## config.mk

```make
export PLATFORM = sky130hd
export DESIGN_NAME = vec_mem_responder
export DESIGN_NICKNAME = d
export VERILOG_FILES = /design/src/rtl/vec_mem_responder.sv
export SDC_FILE = /design/constraint.sdc
export NUM_CORES = 2
export LEC_CHECK = 0
export CAP_MARGIN = 5
export CORE_MARGIN = 3
export CORE_UTILIZATION = 40
export DETAILED_ROUTE_END_ITERATION = 10
export DONT_BUFFER_PORTS = 1
export PLACE_DENSITY = 0.5
export SYNTH_ARGS = -nofsm -noshare
export SYNTH_HDL_FRONTEND = slang
export SYNTH_SLANG_ARGS = --single-unit
```

## constraint.sdc

```tcl
create_clock -name clk -period 7.7 [get_ports clk]
set_input_delay 0.385 -clock clk [delete_from_list [all_inputs] [get_ports clk]]
set_output_delay 0.385 -clock clk [all_outputs]
set_load 0.01 [all_outputs]
```

## src/rtl/vec_mem_responder.sv

```systemverilog
// ----------------------------------------------------------------------------
// vec_mem_responder
//
// Word-addressed memory slave with pipelined read returns and a built-in
// throttle that periodically forces waitrequest. It is intended as a
// well-behaved target for exercising bus masters: it stalls on a regular
// cadence, limits outstanding reads, and returns read data in acceptance
// order after a fixed latency.
//
// Parameters
//   DEPTH_LOG2   : log2 of the number of 32-bit words stored
//   READ_LATENCY : cycles from read acceptance to readdatavalid (1..8)
//   MAX_PENDING  : maximum accepted-but-unreturned reads (1..8)
//   STALL_EVERY  : one forced waitrequest cycle after this many accepted
//                  transfers (0 disables the throttle)
//
// Ports
//   clk                 : clock, all state updates on the rising edge
//   rst                 : synchronous active-high reset
//   slave_address       : byte address, bits [1:0] ignored, upper bits wrap
//   slave_read          : read request
//   slave_write         : write request (wins when both are high)
//   slave_writedata     : write data
//   slave_waitrequest   : high = request not accepted this cycle
//   slave_readdata      : read data, holds last value when not valid
//   slave_readdatavalid : one-cycle pulse per returned read
// ----------------------------------------------------------------------------
module vec_mem_responder #(
    parameter int DEPTH_LOG2   = 6,
    parameter int READ_LATENCY = 2,
    parameter int MAX_PENDING  = 2,
    parameter int STALL_EVERY  = 3
) (
    input  logic        clk,
    input  logic        rst,
    input  logic [31:0] slave_address,
    input  logic        slave_read,
    input  logic        slave_write,
    input  logic [31:0] slave_writedata,
    output logic        slave_waitrequest,
    output logic [31:0] slave_readdata,
    output logic        slave_readdatavalid
);

    localparam int DATA_W = 32;
    localparam int DEPTH  = 1 << DEPTH_LOG2;
    localparam int PEND_W = $clog2(MAX_PENDING + 1);
    localparam int THR_W  = (STALL_EVERY > 0) ? $clog2(STALL_EVERY + 1) : 1;

    typedef enum logic {
        RUN   = 1'b0,
        STALL = 1'b1
    } thr_state_t;

    // Pending-read counter update: simultaneous accept and return cancel out.
    function automatic logic [PEND_W-1:0] pend_next(
        input logic [PEND_W-1:0] cnt,
        input logic              inc,
        input logic              dec
    );
        logic [PEND_W-1:0] nxt;
        nxt = cnt;
        if (inc && !dec) begin
            nxt = cnt + PEND_W'(1);
        end else if (!inc && dec) begin
            nxt = cnt - PEND_W'(1);
        end
        return nxt;
    endfunction

    // ------------------------------------------------------------------
    // Control state
    // ------------------------------------------------------------------
    thr_state_t        thr_state;
    logic [THR_W-1:0]  thr_cnt;
    logic [PEND_W-1:0] pend_cnt;

    // Storage starts out all-zero and is never touched by reset.
    logic [DATA_W-1:0] mem [DEPTH] = '{default: '0};

    logic [DEPTH_LOG2-1:0] word_idx;
    logic                  acc;
    logic                  wr_acc;
    logic                  rd_acc;
    logic                  addr_unused;

    assign word_idx    = slave_address[DEPTH_LOG2+1:2];
    assign addr_unused = ^{slave_address[31:DEPTH_LOG2+2], slave_address[1:0]};

    // Waitrequest is decoded only from registered state (and reset), so a
    // master can never form a combinational loop through it.
    assign slave_waitrequest = rst
                             | (thr_state == STALL)
                             | (pend_cnt == PEND_W'(MAX_PENDING));

    assign acc    = (slave_read | slave_write) & ~slave_waitrequest;
    assign wr_acc = acc & slave_write;
    // A read presented together with a write is dropped.
    assign rd_acc = acc & slave_read & ~slave_write;

    // ------------------------------------------------------------------
    // Memory write: lands at the end of the accepting cycle
    // ------------------------------------------------------------------
    always_ff @(posedge clk) begin
        if (wr_acc) begin
            mem[word_idx] <= slave_writedata;
        end
    end

    // ------------------------------------------------------------------
    // Read latency pipeline: stage 0 captures the word at the end of the
    // accepting cycle, the last stage drives readdatavalid
    // ------------------------------------------------------------------
    logic              vld_p  [READ_LATENCY];
    logic [DATA_W-1:0] data_p [READ_LATENCY];
    logic [DATA_W-1:0] rdata_hold;
    logic              vld_out;
    logic [DATA_W-1:0] data_out;

    always_ff @(posedge clk) begin
        if (rst) begin
            for (int i = 0; i < READ_LATENCY; i++) begin
                vld_p[i] <= 1'b0;
            end
        end else begin
            vld_p[0] <= rd_acc;
            for (int i = 1; i < READ_LATENCY; i++) begin
                vld_p[i] <= vld_p[i-1];
            end
        end
    end

    // Data stages carry no reset; they only move when a valid rides along.
    always_ff @(posedge clk) begin
        if (rd_acc) begin
            data_p[0] <= mem[word_idx];
        end
        for (int i = 1; i < READ_LATENCY; i++) begin
            if (vld_p[i-1]) begin
                data_p[i] <= data_p[i-1];
            end
        end
    end

    assign vld_out  = vld_p[READ_LATENCY-1];
    assign data_out = data_p[READ_LATENCY-1];

    // ------------------------------------------------------------------
    // Output stage: readdata follows the returning word in its valid
    // cycle and otherwise holds the last returned value
    // ------------------------------------------------------------------
    always_ff @(posedge clk) begin
        if (rst) begin
            rdata_hold <= '0;
        end else if (vld_out) begin
            rdata_hold <= data_out;
        end
    end

    assign slave_readdatavalid = vld_out & ~rst;
    assign slave_readdata      = rst     ? '0       :
                                 vld_out ? data_out : rdata_hold;

    // ------------------------------------------------------------------
    // Outstanding-read accounting
    // ------------------------------------------------------------------
    always_ff @(posedge clk) begin
        if (rst) begin
            pend_cnt <= '0;
        end else begin
            pend_cnt <= pend_next(pend_cnt, rd_acc, slave_readdatavalid);
        end
    end

    // ------------------------------------------------------------------
    // Throttle FSM: RUN counts accepted transfers; reaching STALL_EVERY
    // enters STALL for exactly one cycle, during which nothing is accepted
    // ------------------------------------------------------------------
    always_ff @(posedge clk) begin
        if (rst) begin
            thr_state <= RUN;
            thr_cnt   <= '0;
        end else begin
            case (thr_state)
                RUN: begin
                    if (acc && (STALL_EVERY != 0)) begin
                        if (thr_cnt == THR_W'(STALL_EVERY - 1)) begin
                            thr_state <= STALL;
                            thr_cnt   <= '0;
                        end else begin
                            thr_cnt <= thr_cnt + THR_W'(1);
                        end
                    end
                end
                STALL: begin
                    thr_state <= RUN;
                end
                default: begin
                    thr_state <= RUN;
                    thr_cnt   <= '0;
                end
            endcase
        end
    end

endmodule

```

Word level (Yosys, flattened, before mapping):

Memories as Yosys holds them, arrays and structs flattened.
Index checks and enable logic that the tools add are counted.

* register bits after elaboration: 37
* bits in latches: 0
* RAM bits: 2114
* bits in read-only memories: 0
* bits of input ports: 68
* output and inout bits: 34
* logic and storage cells: 51
* memories: 3

* add/subtract/negate cells: 3
* multipliers: 0
* divide/modulo/power cells: 0
* $lt $le $gt $ge: 0
* eq/ne operators: 2
* shifts and indexed selects: 0
* multiplexer cells: 19
* bitwise operators: 14
* reductions and logical operators: 6

Memory list
* mem: words 64, width 32, rd ports 1, clocked after Yosys merged registers in 0, write ports 1, line 79 `logic [DATA_W-1:0] mem [DEPTH] = '{default: '0};`
* data_p: words 2, width 32, rd ports 2, clocked after Yosys merged registers in 0, write ports 2, line 115 `logic [DATA_W-1:0] data_p [READ_LATENCY];`
* vld_p: words 2, width 1, rd ports 2, clocked after Yosys merged registers in 0, write ports 2, line 114 `logic vld_p [READ_LATENCY];`

Operator list (number)
* $mux 32: 2
* $mux 1: 13
* $mux 2: 3
* $and 1x1->1: 5
* $or 1x1->1: 5
* $add 2x1->2 const B: 2
* $eq 2x2->1 const B: 2
* $not 1->1: 4
* $logic_and 1x1->1: 2
* $logic_not 1->1: 2
* $pmux 1 s2: 1
* $reduce_and 2->1: 1
* $reduce_bool 2->1: 1
* $sub 2x1->2 const B: 1

Logic depth before layout (Yosys ltp):

* depth in word-level cells: 10
* gate-level depth with buffers: 11
* gate-level depth less buffers: 8

Least setup slack after synthesis:

Ideal clock, no wire load.

* path kind: reg2reg
* start: register pend_cnt[0]
* end: register pend_cnt[1]
* library setup time: 71 ps
* arrival time: 4373 ps
* required time: 7629 ps
* path slack: 3257 ps
* cell stages (with the launch flop): 8
* path buffers: 0
* period minus slack after synthesis: 4443 ps
* cells stage by stage: dfxtp_1 inv_1 a211oi_1 inv_1 nor3b_1 ha_1 or3_1 a21oi_1

* word-level cells in the longest chain between the ends: 9
* elaborated cells on any way between the ends: 14
* classes of those cells: 2 x add/sub; 1 x eq/ne; 2 x mux; 5 x bitwise; 4 x reduce/logical

Ends and longest elaborated chain
* start: declaration: line 76 `logic [PEND_W-1:0] pend_cnt;`
* start signal: assignment: line 171 `pend_cnt <= pend_next(pend_cnt, rd_acc, slave_readdatavalid);`
* $eq 2x2->1 *: line 94 `| (pend_cnt == PEND_W'(MAX_PENDING));`
* $or 1x1->1 *: line 94
* net slave_waitrequest: line 40 `output logic slave_waitrequest,`
* $not 1->1 *: line 96 `assign acc = (slave_read | slave_write) & ~slave_waitrequest;`
* $and 1x1->1 *: line 96
* $and 1x1->1 * (2 in a row): line 99 `assign rd_acc = acc & slave_read & ~slave_write;`
* net rd_acc: line 84 `logic rd_acc;`
* $logic_not 1->1: line 65 `end else if (!inc && dec) begin`
* $logic_and 1x1->1: line 65
* $reduce_bool 2->1 (no source line)

The timed path passes the listed nets; every way through them passes the cells marked *. The select of a mux whose other input is x is not followed.
A chain may end at the register's enable or synchronous reset.

==> results by group <==
Status
  – Run status: finished, violations left
  – Failing checks: max-slew violations

Placement
  – Placed instance count: 6922
  – Placed cell area: 84700 µm²
  – Final GP Congestion: 0.775
  – Hpwl dp: 123000 µm
  – Place WS: 3.62 ns
  – IO Port Bufs: 0

Min path
  – Worst Hold Class: in2reg
  – Hold path startpoint: slave_write
  – WHS Endpoint: data_p[0][4]
  – Hold depth: 2

GRT
  – First-pass GRT wire length: 338000 µm
  – Pin count of the biggest net entering global routing: 483
  – Overflow after GRT: 0
  – Initial antenna violation count: 17
  – Total track usage: 22.6%
  – Vias in the first global route: 43223

Clocking
  – # resized after CTS: 0
  – Htree depth: 4
  – Post-CTS Setup Bufs: 0
  – Clk_lat worst skew: 0.85 ns
  – # clock sinks: 2151
  – Clk buf depth: 3
  – CTS Buf Count: 219
  – CTS tree: built
  – CTS root buf: clkbuf_16
  – CTS clk-pin slew, worst paths: 0.06 ns

Pwr
  – Power Density: 262 nW/µm²
  – Int Pwr: 19.1 mW
  – Sequential share of power: 53.0%
  – Leakage: 28.6 nW
  – Clock power frac: 42.3%
  – Sw Ratio: 21.6%
  – Peak supply drop: 0.226 mV
  – Gate power share: 4.7%
  – Sw Pwr: 5.27 mW

Route
  – Drt first pass iters: 5
  – Number of routed nets with antenna violations: 0
  – Total wire length: 239000 µm
  – # DRC: 0
  – Vias: 44016
  – Starting DRT DRC Count: 5163
  – Wire length per cell: 32.3 µm
  – Via density: 5.94

Timing
  – # setup viols final: 0
  – Final WS setup: 3.68 ns
  – Measured slew at the worst slew-check pin: 1.96 ns
  – Tmin final: 4.02 ns
  – Final Max Tran Viols: 277
  – Hold Vio Cnt, Final: 0
  – Rel. slew slack: -30.5%
  – Worst hold margin: 0.106 ns
  – Skew final: 0.0338 ns
  – Setup TNS: 0 ns
  – Period utilisation layout: 52.2%
  – F_max: 0.249 GHz
  – Unrepaired setup endpoints after global routing: false

Setup path
  – CP Cell Sequence: nand2_1 > o2111ai_1 > a2111oi_0 > buf_4 > nand4_1
  – R2R depth: 6
  – CP max FO: 401
  – CP Buf/Inv Count: 1
  – Slowest stage cell, crit path: nand2_1
  – Startpoint types: primary input
  – FF-to-FF setup slack: 3.83 ns
  – Worst path max stage delay: 1.28 ns
  – Setup CP Type: in2reg
  – Reg-to-Reg Start: pend_cnt[0]
  – Largest delay share family, worst path: compound AO/OA/AOI/OAI gates
  – Crit end category: flop
  – CP Data Arrival Time: 4.60 ns
  – Worst R2R End: mem[62][27]
  – Crit path required time: 8.28 ns

Floorplanning
  – Core Area: 201000 µm²
  – Die H: 456 µm
  – Initial core utilization: 40.4%
  – Die X: 456 µm
  – Die area: 208000 µm²
  – Row Count: 164
  – I/O pin total: 102

Yosys
  – Mapped Cells: 4459
  – Synth Warn #: 0
  – Synth Net Count: 4528
  – Seq/Total Area, Yosys: 79.1%
  – Flops & latches, synth: 2151
  – Mapped Area: 81200 µm²
  – Mean Syn Cell Area: 18.2 µm²
  – Synth top area cells: edfxtp_1 78%, a22oi_1 3.6%, mux2i_1 2.6%
  – Post-synth EDFFs: 2112
  – Top cell type's share of synthesized area: 78.1%
  – Most used DFF post-synth: edfxtp_1
  – Synth unique cells: 60
  – Leading area contributor after synthesis: edfxtp_1
  – Synth async-reset ratio: 0%

Layout
  – Fraction of layout cells with a size suffix above 1: 15.5%
  – Nets: 4632
  – Filler cells: 17110
  – Fin area: 92900 µm²
  – P&R area growth vs syn: 14.5%
  – Non-Filler Instances: 7408

Run
  – Max-Cap Viols: 0
==> metrics by stage <==
step           utilization [%]  total power [mW]
2_1_floorplan                -              13.7
3_3_place_gp              42.2              14.0
3_5_place_dp              42.2              14.0
4_1_cts                   46.3              24.6
5_1_grt                   46.3              25.1
6_report                  46.3              24.4
==> area by class of cell <==
cell class | instances | area [µm²] | share of cell area (%)
sequential | 2151 | 64200 | 69.1
clock buffer | 273 | 5770 | 6.21
timing repair buffer | 206 | 2340 | 2.52
multi-input combinational | 1980 | 16100 | 17.4
inverter | 5 | 21.3 | 0.0229
clock inverter | 133 | 1140 | 1.22
antenna | 4 | 10.0 | 0.0108
tap | 2656 | 3320 | 3.58
==> worst max-delay path by stage <==
stage | start | end | slack, ns | cells after the start
after detailed placement | slave_address[6] | data_p[0][28] | 3.62 | 7
after CTS | pend_cnt[0] | mem[59][19] | 3.81 | 6
after floorplan | pend_cnt[0] | pend_cnt[1] | 3.26 | 7
final | slave_address[3] | data_p[0][4] | 3.68 | 5
after global placement | slave_address[2] | mem[45][9] | 3.66 | 6
after global routing | pend_cnt[0] | mem[62][7] | 3.58 | 6
==> flip-flops by register name, indices dropped and copies added (netlist names) <==
name / flops
mem: 2048
data_p: 64
rdata_hold: 32
pend_cnt: 2
thr_cnt: 2
vld_p: 2
thr_state: 1
==> power by group through the flow <==
stage                     Sequential, mW  Combinational [mW]  Clock, mW
after floorplan                     13.2               0.578          0
after global placement              13.2               0.832          0
after detailed placement            13.2               0.837          0
after CTS                           12.9                1.13       10.5
after global routing                12.9                1.19       11.0
final                               12.9                1.14       10.3
==> cells in the final DEF (no fill, tap or decap), types with 18 or more instances in the layout <==
cell type      netlist  routed
a211oi_1            62      62
a21oi_1            137     137
a221oi_1           212     212
a22o_1              41      41
a22oi_1            393     393
buf_16               0      32
buf_4               20     128
clkbuf_1           183      50
clkbuf_16            0     223
clkinv_1             0      56
clkinv_2             0      45
dfxtp_1             39      38
dlygate4sd3_1        0      42
edfxtp_1          2112    2112
mux2_2              90      90
mux2i_1            212     212
mux4_2              77      77
nand2_1             91      91
nand4_1             31      31
nor2_1             193     122
nor2_4               0      67
nor2b_1             50      45
nor4_1              18      18
o21ai_0             85      85
o22ai_1             90      90
==> cells in the mapped netlist, types with 8 or more instances <==
cell,instances
o21ai_0,85
edfxtp_1,2112
buf_2,86
nor2b_1,50
a21oi_1,137
o221ai_1,16
o31ai_1,14
a22o_1,41
a22oi_1,393
a211oi_1,62
nand2b_1,9
o2bb2ai_1,14
nor4_1,18
nor3_1,9
mux2i_1,212
mux2_2,90
a221oi_1,212
a41o_1,14
o2111a_1,14
buf_6,8
a2111oi_0,12
nand2_1,91
o22a_1,13
mux4_2,77
o22ai_1,90
buf_1,26
dfxtp_1,39
buf_4,20
clkbuf_1,183
nor3b_1,8
nand4_1,31
nor2_1,193
o2111ai_1,15
==> layer usage <==
layer	GRT usage [%]	vias up	routed length, µm
li1	-	18786	-
met5	0	-	13
met4	6.36	2	6260
met2	35.5	1595	112000
met3	3.61	304	15500
met1	32.7	23329	105000
==> logic make-up after synthesis <==
group / count (synthesis) / synth area share (%)
AO/OA/AOI/OAI: 1154 / 10.5
XOR/XNOR: 2 / 0.0216
buffers and inverters: 328 / 1.82
AND/OR/NAND/NOR: 444 / 2.56
adder cells (fa/ha/maj): 1 / 0.0154
flip-flops: 2151 / 79.1
multiplexers: 379 / 6.00
==> repair_timing <==
item                       in CTS  in global routing
hold buffers                   75                  0
setup endpoints to repair       0                  0
hold endpoints to repair     2090                  0
Power figures use the tool's default switching activity.
